===== src/rtl/enemy_pkg.sv =====
// ---------------------------------------------------------------------------
// enemy_pkg : shared encodings and packed-state field offsets for enemy_walker
// Revision 1.0
// ---------------------------------------------------------------------------
`default_nettype none

package enemy_pkg;

   typedef enum logic [1:0] {
      FSM_WALK  = 2'd0,
      FSM_TURN  = 2'd1,
      FSM_FALL  = 2'd2,
      FSM_DYING = 2'd3
   } fsm_t;

   localparam logic DIR_LEFT  = 1'b0;
   localparam logic DIR_RIGHT = 1'b1;

   localparam int COL_LEFT   = 0;
   localparam int COL_RIGHT  = 1;
   localparam int COL_LEDGE  = 2;
   localparam int COL_GROUND = 3;

   localparam int ALIVE_BIT = 0;
   localparam int DIR_BIT   = 1;
   localparam int FSM_LSB   = 5;
   localparam int SPD_LSB   = 7;

   function automatic int y_lsb(input int spd_w);
      return spd_w + SPD_LSB;
   endfunction

   function automatic int x_lsb(input int pos_w, input int spd_w);
      return pos_w + spd_w + SPD_LSB;
   endfunction

   function automatic int state_width(input int pos_w, input int spd_w);
      return 2 * pos_w + spd_w + SPD_LSB;
   endfunction

   // Counter only ever holds (frames - 1), so clog2 of the larger count suffices.
   function automatic int cnt_width(input int a, input int b);
      int m;
      m = (a > b) ? a : b;
      return (m > 1) ? $clog2(m) : 1;
   endfunction

endpackage

`default_nettype wire


===== src/rtl/enemy_walker_tile_snap.sv =====
// ---------------------------------------------------------------------------
// tile_snap : moves a position by +/- speed and derives the grid-snapped values
// Revision 1.0
// ---------------------------------------------------------------------------
`default_nettype none

module tile_snap
   import enemy_pkg::*;
#(
   parameter int POS_W     = 10,
   parameter int SPD_W     = 5,
   parameter int TILE_LOG2 = 5
) (
   input  logic [POS_W-1:0] pos,
   input  logic [SPD_W-1:0] spd,
   input  logic             dir,
   output logic [POS_W-1:0] moved,
   output logic [POS_W-1:0] snapped,
   output logic [POS_W-1:0] aligned
);

   localparam logic [POS_W-1:0] TILE = POS_W'(1) << TILE_LOG2;
   localparam logic [POS_W-1:0] MASK = TILE - POS_W'(1);

   logic [POS_W-1:0] frac;

   // Wall snap: heading right lands one pixel short of the tile boundary,
   // heading left lands on the next boundary up.
   always_comb begin
      moved   = (dir == DIR_RIGHT) ? pos + POS_W'(spd) : pos - POS_W'(spd);
      frac    = moved & MASK;
      snapped = (dir == DIR_RIGHT) ? moved - frac - POS_W'(1) : moved + (TILE - frac);
      aligned = moved & ~MASK;
   end

endmodule

`default_nettype wire


===== src/rtl/enemy_walker.sv =====
// ---------------------------------------------------------------------------
// enemy_walker : per-enemy walk / turn-pause / fall / stomp-death state machine
// Revision 1.0
// ---------------------------------------------------------------------------
`default_nettype none

module enemy_walker
   import enemy_pkg::*;
#(
   parameter int POS_W        = 10,
   parameter int SPD_W        = 5,
   parameter int TILE_LOG2    = 5,
   parameter int LEDGE_TURN   = 0,
   parameter int TURN_PAUSE   = 8,
   parameter int GRAVITY      = 1,
   parameter int MAX_FALL     = 8,
   parameter int DEATH_FRAMES = 16,
   parameter int INIT_X       = 200,
   parameter int INIT_Y       = 150,
   parameter int INIT_SPD     = 3,
   localparam int STATE_W     = 2 * POS_W + SPD_W + 7
) (
   input  logic               sim_clk,
   input  logic               reset,
   input  logic               frame_tick,
   input  logic               load,
   input  logic [STATE_W-1:0] init_state,
   input  logic [3:0]         col,
   input  logic               stomp,
   output logic [STATE_W-1:0] enemy_state,
   output logic               alive,
   output logic [1:0]         fsm_state
);

   localparam int X_LSB = x_lsb(POS_W, SPD_W);
   localparam int Y_LSB = y_lsb(SPD_W);
   localparam int VY_W  = (MAX_FALL > 0) ? $clog2(MAX_FALL + 1) : 1;
   localparam int CNT_W = cnt_width(TURN_PAUSE, DEATH_FRAMES);

   localparam logic LEDGE_EN = (LEDGE_TURN != 0);
   localparam logic PAUSE_EN = (TURN_PAUSE != 0);
   localparam logic [CNT_W-1:0] TURN_LOAD  = (TURN_PAUSE > 0) ? CNT_W'(TURN_PAUSE - 1) : '0;
   localparam logic [CNT_W-1:0] DEATH_LOAD = (DEATH_FRAMES > 0) ? CNT_W'(DEATH_FRAMES - 1) : '0;

   logic [POS_W-1:0] pos_x, pos_y, x_nxt, y_nxt;
   logic [SPD_W-1:0] speed, spd_nxt;
   logic             dir, dir_nxt;
   fsm_t             fsm, fsm_nxt;
   logic [VY_W-1:0]  vy, vy_nxt, vy_inc;
   logic [CNT_W-1:0] cnt, cnt_nxt;
   logic             is_alive, alive_nxt;
   logic [31:0]      vy_sum;
   logic             wall_hit;

   logic [POS_W-1:0] x_moved, x_snapped, x_aligned_unused;
   logic [POS_W-1:0] y_land, y_moved_unused, y_snapped_unused;
   logic             unused_init;

   assign unused_init = ^{init_state[SPD_LSB-1:DIR_BIT+1], init_state[ALIVE_BIT]};

   tile_snap #(
      .POS_W     (POS_W),
      .SPD_W     (SPD_W),
      .TILE_LOG2 (TILE_LOG2)
   ) u_snap_x (
      .pos     (pos_x),
      .spd     (speed),
      .dir     (dir),
      .moved   (x_moved),
      .snapped (x_snapped),
      .aligned (x_aligned_unused)
   );

   // Zero-speed instance: its aligned output is the landing row for y.
   tile_snap #(
      .POS_W     (POS_W),
      .SPD_W     (SPD_W),
      .TILE_LOG2 (TILE_LOG2)
   ) u_snap_y (
      .pos     (pos_y),
      .spd     ('0),
      .dir     (DIR_RIGHT),
      .moved   (y_moved_unused),
      .snapped (y_snapped_unused),
      .aligned (y_land)
   );

   assign wall_hit = col[COL_LEFT] | col[COL_RIGHT] | (LEDGE_EN & col[COL_LEDGE]);

   always_ff @(posedge sim_clk or negedge reset) begin
      if (!reset) begin
         pos_x    <= POS_W'(INIT_X);
         pos_y    <= POS_W'(INIT_Y);
         speed    <= SPD_W'(INIT_SPD);
         dir      <= DIR_RIGHT;
         fsm      <= FSM_WALK;
         vy       <= '0;
         cnt      <= '0;
         is_alive <= 1'b1;
      end else begin
         pos_x    <= x_nxt;
         pos_y    <= y_nxt;
         speed    <= spd_nxt;
         dir      <= dir_nxt;
         fsm      <= fsm_nxt;
         vy       <= vy_nxt;
         cnt      <= cnt_nxt;
         is_alive <= alive_nxt;
      end
   end

   always_comb begin
      x_nxt     = pos_x;
      y_nxt     = pos_y;
      spd_nxt   = speed;
      dir_nxt   = dir;
      fsm_nxt   = fsm;
      vy_nxt    = vy;
      cnt_nxt   = cnt;
      alive_nxt = is_alive;
      vy_sum    = 32'(vy) + 32'(GRAVITY);
      vy_inc    = (vy_sum > 32'(MAX_FALL)) ? VY_W'(MAX_FALL) : VY_W'(vy_sum);

      if (load) begin
         x_nxt     = init_state[X_LSB +: POS_W];
         y_nxt     = init_state[Y_LSB +: POS_W];
         spd_nxt   = init_state[SPD_LSB +: SPD_W];
         dir_nxt   = init_state[DIR_BIT];
         fsm_nxt   = FSM_WALK;
         vy_nxt    = '0;
         cnt_nxt   = '0;
         alive_nxt = 1'b1;
      end else if (frame_tick) begin
         if (stomp && fsm != FSM_DYING) begin
            fsm_nxt = FSM_DYING;
            cnt_nxt = DEATH_LOAD;
         end else begin
            case (fsm)
               FSM_WALK: begin
                  if (!col[COL_GROUND]) begin
                     fsm_nxt = FSM_FALL;
                     vy_nxt  = '0;
                  end else if (wall_hit) begin
                     x_nxt   = x_snapped;
                     dir_nxt = ~dir;
                     if (PAUSE_EN) begin
                        fsm_nxt = FSM_TURN;
                        cnt_nxt = TURN_LOAD;
                     end
                  end else begin
                     x_nxt = x_moved;
                  end
               end
               FSM_TURN: begin
                  if (cnt == '0) fsm_nxt = FSM_WALK;
                  else           cnt_nxt = cnt - 1'b1;
               end
               FSM_FALL: begin
                  if (col[COL_GROUND]) begin
                     y_nxt   = y_land;
                     vy_nxt  = '0;
                     fsm_nxt = FSM_WALK;
                  end else begin
                     vy_nxt = vy_inc;
                     y_nxt  = pos_y + POS_W'(vy_inc);
                  end
               end
               FSM_DYING: begin
                  // DEAD shares the DYING encoding and is frozen until load/reset.
                  if (is_alive) begin
                     if (cnt == '0) alive_nxt = 1'b0;
                     else           cnt_nxt   = cnt - 1'b1;
                  end
               end
            endcase
         end
      end
   end

   assign enemy_state = {pos_x, pos_y, speed, fsm, 3'b000, dir, is_alive};
   assign alive       = is_alive;
   assign fsm_state   = fsm;

endmodule

`default_nettype wire


===== config.mk =====
export PLATFORM = sky130hd
export DESIGN_NAME = enemy_walker
export DESIGN_NICKNAME = d
export VERILOG_FILES = /design/src/rtl/enemy_pkg.sv /design/src/rtl/enemy_walker_tile_snap.sv /design/src/rtl/enemy_walker.sv
export SDC_FILE = /design/constraint.sdc
export NUM_CORES = 1
export LEC_CHECK = 0
export CAP_MARGIN = 20
export CORE_MARGIN = 8
export CORE_UTILIZATION = 30
export DETAILED_ROUTE_END_ITERATION = 6
export GPL_ROUTABILITY_DRIVEN = 0
export PLACE_DENSITY_LB_ADDON = 0.08
export SLEW_MARGIN = 15
export SYNTH_ARGS = -nofsm -noshare
export SYNTH_HDL_FRONTEND = slang
export SYNTH_SLANG_ARGS = --single-unit
export TNS_END_PERCENT = 20

===== constraint.sdc =====
create_clock -name sim_clk -period 4.9 [get_ports sim_clk]
set_clock_uncertainty 0.2 [all_clocks]
set_input_delay 0.735 -clock sim_clk [delete_from_list [all_inputs] [get_ports sim_clk]]
set_output_delay 0.735 -clock sim_clk [all_outputs]
set_load 0.01 [all_outputs]

# ---- After elaboration in Yosys (flattened, before gate mapping)
# Cells that the tools add are included.
# Widths: inputs -> output; s select.
dict set report classes {
  n_addsub 9
  magnitude_cmp 1
  n_eq_ne 13
  mux 48
  bitwise 2
  reduce_logical 20
}
# cell n
set ops {}
lappend ops {{$mux 10} 13}
lappend ops {{$mux 4} 13}
lappend ops {{$ne 4x4->1 const B} 5}
lappend ops {{$sub 10x5->10} 2}
lappend ops {{$reduce_and 5->1} 3}
lappend ops {{$mux 2} 7}
lappend ops {{$mux 1} 12}
lappend ops {{$pmux 4 s3} 1}
lappend ops {{$reduce_and 4->1} 3}
lappend ops {{$reduce_bool 2->1} 6}
lappend ops {{$add 10x10->10} 1}
lappend ops {{$add 10x4->10} 1}
lappend ops {{$add 10x5->10} 1}
lappend ops {{$reduce_bool 5->1} 2}
lappend ops {{$sub 10x1->10 const B} 1}
lappend ops {{$pmux 4 s2} 1}
lappend ops {{$sub 6x5->7 const A} 1}
lappend ops {{$ne 2x2->1 const B} 3}
lappend ops {{$pmux 2 s3} 1}
lappend ops {{$reduce_and 3->1} 2}
lappend ops {{$add 4x1->5 const B} 1}
lappend ops {{$gt 5x4->1 const B} 1}
lappend ops {{$ne 5x5->1 const B} 1}
lappend ops {{$eq 2x2->1 const B} 2}
lappend ops {{other kinds (9)} 9}
dict set report totals {
  regBits 37
  inputBits 41
  out_inout_bits 35
  wordCells 102
}

# ---- Longest topological paths before layout
dict set report depth {
  depth_word 11
  mapped_depth 18
  ltp_nobuf 17
}

# ---- Modules after synthesis
# Synthesis repeated with hierarchy kept, for this count alone.
dict set report hier_totals {
  hier_cells 628
  area_unflattened_um2 5052.3
}
# module n_inst cells_per_inst area_per_inst_um2 seq_area_each_um2
set by_module_without_submodules {}
lappend by_module_without_submodules {enemy_walker 1 297 2519.9 939.7}
lappend by_module_without_submodules {{tile_snap (u_snap_x)} 1 169 1285.0 0.0}
lappend by_module_without_submodules {{tile_snap (u_snap_y)} 1 162 1247.4 0.0}

# ---- Worst setup path after synthesis
# Ideal clock, no wire load.
dict set report synth_timing {
  path_type {reg2reg}
  start {register dir}
  end {register pos_x[8]}
  setup_ns 0.130
  arrival_ns 3.735
  required_time_ns 4.570
  path_slack_ns 0.834
  path_stages_with_launch 15
  path_buffers 1
  period_less_slack_ns 4.066
  path_cell_list {dfstp_2 -> clkbuf_1 -> mux2_2 -> fa_1 -> xnor2_1 -> nand2_1 -> inv_2 -> ha_1 -> or2_2 -> a22oi_2 -> nor4_1 -> o31ai_1 -> a31oi_1 -> xnor2_1 -> a21oi_1}
}
dict set report synth_via {
  elab_chain_len 10
  elab_cells_between_ends 12
  cone_classes {add/sub (4); mux (8)}
}
# element line_no
set synth_lines {}
lappend synth_lines {{from (decl)} enemy_walker.sv:47} ;# logic dir, dir_nxt;
lappend synth_lines {{from (signal assigned)} enemy_walker.sv:104} ;# dir <= dir_nxt;
lappend synth_lines {{$mux 10} enemy_walker_tile_snap.sv:30} ;# moved = (dir == DIR_RIGHT) ? pos + POS_W'(spd) : pos - POS_W'(spd);
lappend synth_lines {{$sub 10x5->10 / $sub 6x5->7 (equally long branches)} enemy_walker_tile_snap.sv:32} ;# snapped = (dir == DIR_RIGHT) ? moved - frac - POS_W'(1) : moved + (TILE - frac);
lappend synth_lines {{$sub 10x1->10 / $add 10x10->10 (equally long branches)} enemy_walker_tile_snap.sv:32}
lappend synth_lines {{$mux 10} enemy_walker_tile_snap.sv:32}
lappend synth_lines {{$mux 10 *} enemy_walker.sv:143} ;# end else if (wall_hit) begin
lappend synth_lines {{$mux 10 *} enemy_walker.sv:140} ;# if (!col[COL_GROUND]) begin
lappend synth_lines {{$mux 10 *} enemy_walker.sv:138} ;# case (fsm)
lappend synth_lines {{$mux 10 *} enemy_walker.sv:134} ;# if (stomp && fsm != FSM_DYING) begin
lappend synth_lines {{$mux 10 *} enemy_walker.sv:133} ;# end else if (frame_tick) begin
lappend synth_lines {{$mux 10 *} enemy_walker.sv:124} ;# if (load) begin
lappend synth_lines {{to (signal assigned)} enemy_walker.sv:92} ;# pos_x <= POS_W'(INIT_X);
lappend synth_lines {{to (signal assigned)} enemy_walker.sv:101} ;# pos_x <= x_nxt;
lappend synth_lines {{to (decl)} enemy_walker.sv:45} ;# logic [POS_W-1:0] pos_x, pos_y, x_nxt, y_nxt;
# Every way passes the cells marked *; elsewhere a longest branch is shown, timed or not. The select of a mux whose other input is x is not followed.
# A chain may end at the register's enable or synchronous reset.

# ---- Worst setup path after layout
dict set report layout_timing {
  start {register speed[0]}
  end {register pos_x[8]}
}
dict set report layout_via {
  elab_chain_len 11
  elab_cells_between_ends 14
  cone_classes {add/sub (6); mux (8)}
}
# element line_no
set layout_lines {}
lappend layout_lines {{from (decl)} enemy_walker.sv:46} ;# logic [SPD_W-1:0] speed, spd_nxt;
lappend layout_lines {{from (signal assigned)} enemy_walker.sv:94} ;# speed <= SPD_W'(INIT_SPD);
lappend layout_lines {{from (signal assigned)} enemy_walker.sv:103} ;# speed <= spd_nxt;
lappend layout_lines {{$sub 10x5->10 / $add 10x5->10 (equally long branches)} enemy_walker_tile_snap.sv:30}
lappend layout_lines {{$mux 10 *} enemy_walker_tile_snap.sv:30}
lappend layout_lines {{$sub 10x5->10 / $sub 6x5->7 (equally long branches)} enemy_walker_tile_snap.sv:32}
lappend layout_lines {{$sub 10x1->10 / $add 10x10->10 (equally long branches)} enemy_walker_tile_snap.sv:32}
lappend layout_lines {{$mux 10} enemy_walker_tile_snap.sv:32}
lappend layout_lines {{$mux 10 *} enemy_walker.sv:143}
lappend layout_lines {{$mux 10 *} enemy_walker.sv:140}
lappend layout_lines {{$mux 10 *} enemy_walker.sv:138}
lappend layout_lines {{$mux 10 *} enemy_walker.sv:134}
lappend layout_lines {{$mux 10 *} enemy_walker.sv:133}
lappend layout_lines {{$mux 10 *} enemy_walker.sv:124}
# Marks and branches as above.

==> reports/qor.txt <==
Maxcap violations -> 0
Commonest non-fill, non-tap cell in the layout -> sky130_fd_sc_hd__clkdlybuf4s50_1
Critical R2R Capture -> pos_x[8]
All-layer global routing usage -> 0.141
Post-Route Setup TNS -> 0 ns
Post-synth EDFFs -> 0
Total Die Area -> 15000 um^2
Clock Latency Late Sink -> 0.28 ns
Total met2 wirelength after detailed routing -> 4920 um
Pre-antenna DRT Iters -> 4
Remaining global-route overflow -> 0
Area of combinational cells with multiple inputs -> 2230 um^2
Maximum number of pins on one net before global-route repair -> 49
Detailed Route Iter0 Violations -> 113
Data arrival time of the worst path -> 4.46 ns
Wire length after detailed routing -> 10000 um
Worst supply voltage drop on vdd -> 0.176 mV
Post-synthesis cell count -> 419
Max clock buf depth -> 2
Port-buffer cells -> 65
Initial core utilization -> 0.302
X dimension of the die -> 122 um
Final-stage net count -> 543
H-tree lvl count -> 2
Critical path depth in cells -> 15
Cell family with the largest share of critical-path delay -> adder cells
Nature of the critical path endpoint -> register
Hold buffers post-CTS -> 0
Post_cts resized -> 0
Relative slew slack -> 0.399
Required arrival time at the worst endpoint -> 4.86 ns
Reg2Reg Launch Point -> speed[0]
Fillcell total -> 1209
Depth of the most critical reg-to-reg path -> 15
Commonest cells after routing, fill and taps aside -> sky130_fd_sc_hd__clkdlybuf4s50_1 (63), sky130_fd_sc_hd__nand2_1 (45), sky130_fd_sc_hd__a21oi_1 (39), sky130_fd_sc_hd__nor2_1 (34)
Hold crit path type -> register to register
Ratio of final minimum period to clock period -> 0.919
Post-DP HPWL -> 7760 um
Average via count per standard cell -> 5.17
DRC viols -> 0
Result of the run -> finished, final reports clean
Yosys warns -> 0
Number of vias after detailed routing -> 3183
RSZ-0062 raised after global routing -> no
Clock tree root driver cell -> sky130_fd_sc_hd__clkbuf_16
Final Instance Count excl. Fillers -> 616
Number of global-route vias before repair -> 3398
Area added between synthesis and finish -> 26.0%
Antenna violations before repair -> 0
Start point of the critical path -> speed[0]
Cts bufs inserted -> 5
Delay contributed by the slowest stage of the critical path -> 0.57 ns
Clock tree from TritonCTS -> built
Placement row count -> 39
CP max stage cell -> sky130_fd_sc_hd__dfstp_2
Critical path type -> register to register
Ys async rst share -> 1.00
Routed length on met1 -> 4670 um
R2r setup slk -> 0.40 ns
Share of synthesized area occupied by flip-flops and latches -> 0.277
Number of primary I/O pins -> 76
Slew at the pin closest to its max-slew limit -> 0.901 ns
Number of flip-flops and latches in the synthesized netlist -> 37
Final-report max-slew violation count -> 0
FMAX -> 0.222 GHz
Power density relative to cell area -> 508 nW/um^2
Cell Chain, Critical Path -> inv_1 > ha_1 > mux2_2 > fa_1 > xnor2_1 > nand2_1 > inv_2 > ha_1 > or2_2 > a22oi_2 > nor4_1 > o31ai_1 > a31oi_1 > xnor2_1 > a21oi_1
Average size of a mapped cell -> 8.09 um^2
Post-layout util -> 0.381
Total buffers and inverters traversed by the critical path -> 2
Clock period minus worst slack -> 4.50 ns
Vertical extent of the die -> 122 um
Most common flop cell mapped by yosys -> sky130_fd_sc_hd__dfrtp_1
Combined flip-flop and latch cell area -> 940 um^2
Final ANT Viol Nets -> 0
Wire length of the first global-routing pass -> 17100 um
Endpoints failing hold -> 0
Uppermost signal routing layer after detailed routing -> met4
Setup-violating endpoint count in the final report -> 0
Area of the mapped netlist -> 3390 um^2
Nature of the critical path startpoint -> register
Placed cell count -> 608
Sink count of the clock tree -> 37
Crit path capture -> pos_x[8]
# Post-CTS Setup Buffers -> 0
Met3 WL post-DR -> 270 um
Share of layout cells above drive strength 1 -> 0.0909
Routed len/inst -> 16.3 um
Core region area -> 11200 um^2
Ant. Diodes -> 0
Critical path fanouts, max -> 5
Static leakage power -> 1.78 nW
Number of unique standard cell types used by synthesis -> 67
Reg clk slew, reported paths -> 0.07 ns
==> flip-flops by register name, indices dropped and copies added (netlist names) <==
signal	cells
alive	1
cnt	4
dir	1
fsm_state	2
pos_x	10
pos_y	10
speed	5
vy	4
==> worst min-delay path, delay by kind of cell (launching register included) <==
| kind | cells | cell delay (ns) |
|---|---|---|
| flip-flops | 1 | 0.39 |
| AND/OR/NAND/NOR | 2 | 0.11 |
==> stage by stage <==
stage | setup WS [ns] | total power, mW | instance area (um^2) | hold slack [ns]
after floorplan | 0.834 | 1.45 | 3400 | 0.239
after global placement | 0.476 | 1.79 | 4110 | 0.290
after detailed placement | 0.432 | 1.81 | 4110 | 0.289
after CTS | 0.365 | 2.19 | 4270 | 0.306
after global routing | 0.144 | 2.38 | 4270 | 0.344
final | 0.399 | 2.17 | 4270 | 0.295
==> how the worst min path moves through the flow <==
stage / start / endpoint / slack (ns) / cells past startpoint
2_1_floorplan: reset / cnt[0] / 0.24 / 0
3_3_place_gp: alive / alive / 0.29 / 2
3_5_place_dp: alive / alive / 0.29 / 2
4_1_cts: alive / alive / 0.31 / 2
5_1_grt: alive / alive / 0.34 / 2
6_report: alive / alive / 0.30 / 2
==> synth_stat cells, drive strengths merged (4+ instances only) <==
cell type / count / area share
nor3: 10 / 0.015
mux2: 4 / 0.013
nor2: 34 / 0.038
nand3: 12 / 0.018
clkbuf: 9 / 0.010
dfstp: 11 / 0.085
o31ai: 6 / 0.016
a211oi: 4 / 0.013
inv: 26 / 0.029
nor3b: 4 / 0.0089
buf: 15 / 0.028
a21o: 7 / 0.015
and3: 4 / 0.010
or2: 4 / 0.0074
a22oi: 4 / 0.010
a31oi: 4 / 0.0074
ha: 28 / 0.10
a21oi: 39 / 0.058
mux2i: 4 / 0.012
o21ai: 32 / 0.047
xnor2: 11 / 0.028
or3: 5 / 0.011
o22ai: 6 / 0.011
nand2b: 7 / 0.013
xor2: 5 / 0.013
nand2: 45 / 0.050
nor2b: 7 / 0.013
dfrtp: 26 / 0.19
==> where the power goes <==
group          switching, mW  leakage (nW)  total, mW  internal [mW]
logic                  0.760          1.26       1.37          0.605
registers             0.0693         0.438      0.446          0.376
clock network          0.139        0.0805      0.358          0.219
==> area by class of cell <==
cell class	instances	share of cell area
clock buffers	7	0.0357
clock inverters	1	0.00205
inverters	26	0.0228
multi-input cells	334	0.522
flip-flops and latches	37	0.220
well taps	143	0.0419
repair buffers	68	0.155
==> metal layers <==
layer | GRT usage | up-vias
met3 | 0.0230 | 11
met2 | 0.243 | 42
met1 | 0.178 | 1529
li1 | - | 1601
met5 | 0 | -
met4 | 0.0411 | 0
==> cells by family after synthesis <==
group | after synthesis | share of synthesized area
and+or+nand+nor | 142 | 0.205
AOI/OAI and AO/OA | 135 | 0.269
buffers and inverters | 50 | 0.0668
DFF | 37 | 0.277
adders and majority gates | 30 | 0.115
xor gates and xnor gates | 16 | 0.0413
muxes | 8 | 0.0251
other | 1 | 0.00111
(Power assumes the default switching activity.)
